<file path="src/rtl/fu_sequencer.sv">
// Issue/capture stage around functional_unit: registers one op, waits its
// class latency, then holds the captured result until downstream takes it.
module fu_sequencer #(
  parameter int unsigned MADD_LATENCY = 2,
  parameter int unsigned CNT_W        = 4
) (
  input  logic        CLOCK,
  input  logic        RESET_N,
  input  logic        IN_VALID,
  output logic        IN_READY,
  input  logic [31:0] IN_A,
  input  logic [31:0] IN_B,
  input  logic [31:0] IN_C,
  input  logic [4:0]  IN_INST,
  input  logic        IN_CI,
  output logic [31:0] FU_A,
  output logic [31:0] FU_B,
  output logic [31:0] FU_C,
  output logic [4:0]  FU_INST,
  output logic        FU_CI,
  input  logic [31:0] FU_Z,
  input  logic [3:0]  FU_FLAGS,
  output logic        OUT_VALID,
  input  logic        OUT_READY,
  output logic [31:0] OUT_Z,
  output logic [3:0]  OUT_FLAGS,
  output logic        BUSY
);

  localparam logic [1:0] ST_IDLE = 2'd0;
  localparam logic [1:0] ST_EXEC = 2'd1;
  localparam logic [1:0] ST_HOLD = 2'd2;

  localparam logic [CNT_W-1:0] MADD_CNT = CNT_W'(MADD_LATENCY - 1);

  logic [1:0]       state_q,     state_d;
  logic [CNT_W-1:0] cnt_q,       cnt_d;
  logic [31:0]      fu_a_q,      fu_a_d;
  logic [31:0]      fu_b_q,      fu_b_d;
  logic [31:0]      fu_c_q,      fu_c_d;
  logic [4:0]       fu_inst_q,   fu_inst_d;
  logic             fu_ci_q,     fu_ci_d;
  logic             out_valid_q, out_valid_d;
  logic [31:0]      out_z_q,     out_z_d;
  logic [3:0]       out_flags_q, out_flags_d;
  logic             in_ready;
  logic             accept;

  assign in_ready = (state_q == ST_IDLE) | ((state_q == ST_HOLD) & OUT_READY);
  assign accept   = IN_VALID & in_ready;

  always_comb begin
    state_d     = state_q;
    cnt_d       = cnt_q;
    fu_a_d      = fu_a_q;
    fu_b_d      = fu_b_q;
    fu_c_d      = fu_c_q;
    fu_inst_d   = fu_inst_q;
    fu_ci_d     = fu_ci_q;
    out_valid_d = out_valid_q;
    out_z_d     = out_z_q;
    out_flags_d = out_flags_q;

    case (state_q)
      ST_EXEC: begin
        if (cnt_q != '0) begin
          cnt_d = cnt_q - 1'b1;
        end else begin
          out_z_d     = FU_Z;
          out_flags_d = FU_FLAGS;
          out_valid_d = 1'b1;
          // Zeroing the instruction gates every functional-unit clock enable.
          fu_inst_d   = '0;
          state_d     = ST_HOLD;
        end
      end
      ST_HOLD: begin
        if (OUT_READY) begin
          out_valid_d = 1'b0;
          state_d     = ST_IDLE;
        end
      end
      default: ;
    endcase

    // A drain-cycle accept overrides the HOLD->IDLE move above.
    if (accept) begin
      fu_a_d    = IN_A;
      fu_b_d    = IN_B;
      fu_c_d    = IN_C;
      fu_inst_d = IN_INST;
      fu_ci_d   = IN_CI;
      cnt_d     = (IN_INST[4:3] == 2'b11) ? MADD_CNT : '0;
      state_d   = ST_EXEC;
    end
  end

  always_ff @(posedge CLOCK or negedge RESET_N) begin
    if (!RESET_N) begin
      state_q     <= ST_IDLE;
      cnt_q       <= '0;
      fu_a_q      <= '0;
      fu_b_q      <= '0;
      fu_c_q      <= '0;
      fu_inst_q   <= '0;
      fu_ci_q     <= 1'b0;
      out_valid_q <= 1'b0;
      out_z_q     <= '0;
      out_flags_q <= '0;
    end else begin
      state_q     <= state_d;
      cnt_q       <= cnt_d;
      fu_a_q      <= fu_a_d;
      fu_b_q      <= fu_b_d;
      fu_c_q      <= fu_c_d;
      fu_inst_q   <= fu_inst_d;
      fu_ci_q     <= fu_ci_d;
      out_valid_q <= out_valid_d;
      out_z_q     <= out_z_d;
      out_flags_q <= out_flags_d;
    end
  end

  assign IN_READY  = in_ready;
  assign FU_A      = fu_a_q;
  assign FU_B      = fu_b_q;
  assign FU_C      = fu_c_q;
  assign FU_INST   = fu_inst_q;
  assign FU_CI     = fu_ci_q;
  assign OUT_VALID = out_valid_q;
  assign OUT_Z     = out_z_q;
  assign OUT_FLAGS = out_flags_q;
  assign BUSY      = (state_q != ST_IDLE);

endmodule

</file>
<file path="config.mk">
export PLATFORM = sky130hd
export DESIGN_NAME = fu_sequencer
export DESIGN_NICKNAME = d
export VERILOG_FILES = /design/src/rtl/fu_sequencer.sv
export SDC_FILE = /design/constraint.sdc
export NUM_CORES = 1
export LEC_CHECK = 0
export ABC_AREA = 1
export CORE_UTILIZATION = 41
export DETAILED_ROUTE_END_ITERATION = 12
export GPL_ROUTABILITY_DRIVEN = 0
export PLACE_DENSITY = 0.81
export SYNTH_ARGS = -nofsm -noshare
export SYNTH_HDL_FRONTEND = slang
export SYNTH_SLANG_ARGS = --single-unit
</file>
<file path="constraint.sdc">
create_clock -name CLOCK -period 1.8 [get_ports CLOCK]
set_input_delay 0.36 -clock CLOCK [delete_from_list [all_inputs] [get_ports CLOCK]]
set_output_delay 0.36 -clock CLOCK [all_outputs]
set_load 0.02 [all_outputs]
</file>
# Yosys cells after proc, flatten, opt, wreduce, memory -nomap -nowiden
# Cells that the tools add are included.
# totals
word_cells	49
input_bits	142
regBits	145
# op_classes
n_mux	14
n_reduce_logical	12
n_bitwise	4
eq_ne	8
add_sub_neg	1
# op_table
cell	count
5-bit two-way mux	3
4-bit two-way mux	3
2-bit nonzero test	4
2-bit two-way mux	3
2-bit inequality test, second input constant	3
3-bit inequality test, second input constant	2
2-bit AND reduction	3
3-bit AND reduction	2
2-bit == test, second input constant	2
2-bit case mux with 2 select lines	1
4-bit nonzero test	1
4-bit by 1-bit subtractor with 4-bit output, second input constant	1
1-bit two-way mux	3
3-bit nonzero test	1
1-bit bitwise AND	2
2-bit by 1-bit == test with 1-bit output, second input constant	1
2-bit zero test	1
1-bit case mux with 2 select lines	1
1-bit NOT	1
1-bit bitwise OR	1

# Longest topological paths before layout
# logic_depth
ltp_word	6
mapped_depth	8

# Worst setup path before layout
# No wires, ideal clock.
# synth_path
path_kind	register to output
from	register state_q[1]
to	output port IN_READY
path_slack_ns	0.396
t_required_ns	1.440
path_buffers	1
arrival_time_ns	1.044
path_stages_with_launch	3
path_cell_list	dfrtp_1 > a21oi_4 > clkbuf_1
# synth_via
elab_chain_len	3
word_cells_on_any_way	4
classes_between	1 x eq/ne; 2 x bitwise; 1 x reduce/logical
# synth_rtl
item	line_no	source
start: declaration	36	logic [1:0] state_q, state_d;
start signal: assignment	111	state_q <= state_d;
2-bit == test	49	assign in_ready = (state_q == ST_IDLE) | ((state_q == ST_HOLD) & OUT_READY);
1-bit bitwise AND	49	
1-bit bitwise OR *	49	
end: declaration	10	output logic IN_READY,
# Mark *: on every way between the ends. The rest lies on a longest branch, timed or not.

# Worst setup path in the final report
# layout_path
from	input port OUT_READY
to	output port IN_READY
# layout_via
elab_chain_len	2
# layout_rtl
item	line_no	source
start: declaration	24	input logic OUT_READY,
1-bit bitwise AND	49	
1-bit bitwise OR	49	
# Every way passes these cells.

==> key figures <==
Global route
  • First-pass GRT wire length: 26.3 mm
  • Initial antenna violation count: 0
  • GRT overflow: 0
  • Largest net degree at the start of global routing: 51
  • GRT Util Overall: 23.7%
  • Vias in the first global route: 5194

Yosys
  • Netlist Area Pre-Place: 5780 sq um
  • Yosys top cell by area: dfrtp_1
  • Syn Area/Cell: 8.93 sq um
  • Synth top area cells: dfrtp_1 63%, nand2_1 21%, nand3_1 9.7%, buf_2 1.9%, clkbuf_1 0.84%
  • Seq/Total Area, Yosys: 62.8%
  • Cell variety after synth: 21
  • Seq cells post-synth: 145
  • Synthesized net count: 791
  • YS warnings: 0
  • Synth Instances: 647
  • Post-synth top area share: 62.8%

Routing
  • Detailed-route wire length: 16.5 mm
  • Total number of vias: 5347
  • 1st-pass router iterations: 5
  • DR WL/cell: 14.7 um
  • Vias/cell: 4.77
  • Routed Antenna Nets: 0
  • Initial DRC count: 220
  • DR DRC count: 0

Timing
  • Fin crit share: 97.4%
  • Clk_skew: 0.00553 ns
  • Fin Hold WS: 0.350 ns
  • Crit path time final: 1.75 ns
  • Fin. Hold Viols: 0
  • Setup violations, final: 0
  • FMAX: 570 MHz
  • Actual slew at the worst max-slew pin: 0.444 ns
  • Slew margin rel.: 70.4%
  • Setup TNS: 0 ns
  • Slew Limit Fails: 0
  • RSZ-0062 raised after global routing: false

CTS
  • Clk_lat worst skew: 0.41 ns
  • CTS tree: yes
  • Clock Path Buffers: 2
  • H-tree Lvls: 4
  • Clk slew on worst S/H paths: 0.06 ns
  • # clock sinks: 145
  • CTS root buffer: clkbuf_16
  • Post-CTS Setup Bufs: 0
  • TritonCTS Buffers: 17

Layout
  • Commonest non-fill, non-tap cell in the layout: nand2_1
  • Register area: 3630 sq um
  • Area grow syn2layout: 65.4%
  • Filler instances: 1086
  • Nets: 1074
  • Final Non-Filler Cells: 1122
  • Most frequent cells in the layout: 318 x nand2_1, 262 x clkdlybuf4s50_1, 143 x dfrtp_1
  • Layout Utilization: 69.1%
  • Share of layout cells above drive strength 1: 7.01%
  • Multi-input gate area: 1900 sq um
  • # diodes: 0

Worst setup path
  • Reg2reg start: state_q[1]
  • FF-to-FF End: cnt_q[0]
  • Critical path endpoint category: output port
  • CP startpoint kind: primary input
  • FF-to-FF path depth: 7
  • Slowest-stage cell, CP: clkdlybuf4s50_1
  • Crit path DAT: 1.39 ns
  • Ordered list of cells on the worst path: clkdlybuf4s50_1 > inv_1 > a21oi_4 > clkdlybuf4s15_2
  • Slowest stage delay, CP: 0.46 ns
  • Critical-path maximum fanout: 3
  • Crit path max-delay family: buffers and inverters
  • Req. time, crit path: 1.44 ns
  • Kind of critical path: primary input to output port
  • WP buf/inv: 3
  • R2R setup slack: 0.22 ns

Power and ir drop
  • Clock power frac: 45.2%
  • Seq pwr share: 42.9%
  • Switch Pwr: 1800 uW
  • Part of the power in combinational logic: 11.8%
  • Switching fraction of total power: 22.5%
  • Pint: 6220 uW
  • LEAKAGE: 0.00476 uW
  • Power Density: 839 nW/um^2
  • Peak supply drop: 0.000527 V

Floorplan
  • DIE AREA: 14600 sq um
  • # IOs: 283
  • Die width: 121 um
  • Site row count: 43
  • Starting Density: 41.8%
  • Core area: 13800 sq um
  • Die Height: 121 um

Place
  • Detailed Place HPWL: 11.7 mm
  • # placed instances: 1090
  • # port buffers: 282

Flow run
  • Max_cap viols: 0

Hold path
  • Hold Crit Class: primary input to flip-flop
  • HP Start: IN_VALID
  • Hold depth: 3
  • Endpoint, Worst Hold: FU_A[16]

Status
  • Status: finished clean
worst max path at each step:
| stage | start | end | cells after the start |
|---|---|---|---|
| floorplan | state_q[1] | IN_READY | 2 |
| global placement | OUT_READY | IN_READY | 4 |
| detailed placement | OUT_READY | IN_READY | 4 |
| CTS | FU_A[17] | FU_A[17] | 1 |
| global route | OUT_FLAGS[3] | OUT_FLAGS[3] | 1 |
| finish | OUT_READY | IN_READY | 4 |
per-stage QoR:
step	setup slack (ns)	area, sq um	power (uW)
final	0.0463	9560	8020
after CTS	0.00490	9520	8100
after detailed placement	-0.296	8890	4460
after global placement	-0.298	8890	4440
after floorplan	0.396	5780	3770
after global routing	0.000691	9560	8340
power by group through the flow:
stage               sequential (uW)  clock (uW)  combinational [uW]
floorplan                      3640           0                 121
global placement               3500           0                 949
detailed placement             3500           0                 958
CTS                            3450        3700                 964
global route                   3460        3860                1020
finish                         3440        3630                 949
area by class of cell:
class	count	area share, %
Multi-Input combinational cell	450	19.8
Sequential cell	145	38.0
Inverter	10	0.393
Clock buffer	21	5.03
Tap cell	180	2.36
Timing Repair Buffer	306	33.0
Clock inverter	10	1.39
worst min-delay path: stages:
cell	delay [ns]
buf_4	0.20
nand3_1	0.11
nand2_1	0.05
state kept, by name, indices dropped and copies added (netlist names):
name / cells
cnt_q: 4
FU_INST: 5
OUT_VALID: 1
FU_B: 32
FU_C: 32
OUT_Z: 32
FU_A: 32
OUT_FLAGS: 4
state_q: 2
FU_CI: 1
synthesized netlist by cell type (all sizes together):
master / number
inv: 10
nand2: 319
nand3: 112
xor2: 1
nand4: 2
buf: 29
ha: 2
o21ai: 4
nand3b: 1
dfrtp: 145
a21oi: 1
clkbuf: 13
nor3: 1
nor2: 7
cells by family after synthesis:
group	share of synthesized area [%]
flops	62.8
buf+inv	4.50
xor+xnor	0.152
fa+ha+maj	0.433
simple gates	31.5
compound gates	0.628
per-layer routing:
layer  global-route usage, %  vias up  share of wire (%)
li1                        -     2611                  -
met1                    28.0     2493                 40
met2                    38.8      209                 49
met3                    8.02       34                8.1
met4                    10.9        0                2.9
met5                       0        -                  0
what timing repair did:
item,4_1_cts,5_1_grt
hold buffers,1,0
endpoints found under the hold margin,34,0
resized for setup,5,17
endpoints found under the setup margin,2,17
Power figures use the tool's default switching activity.
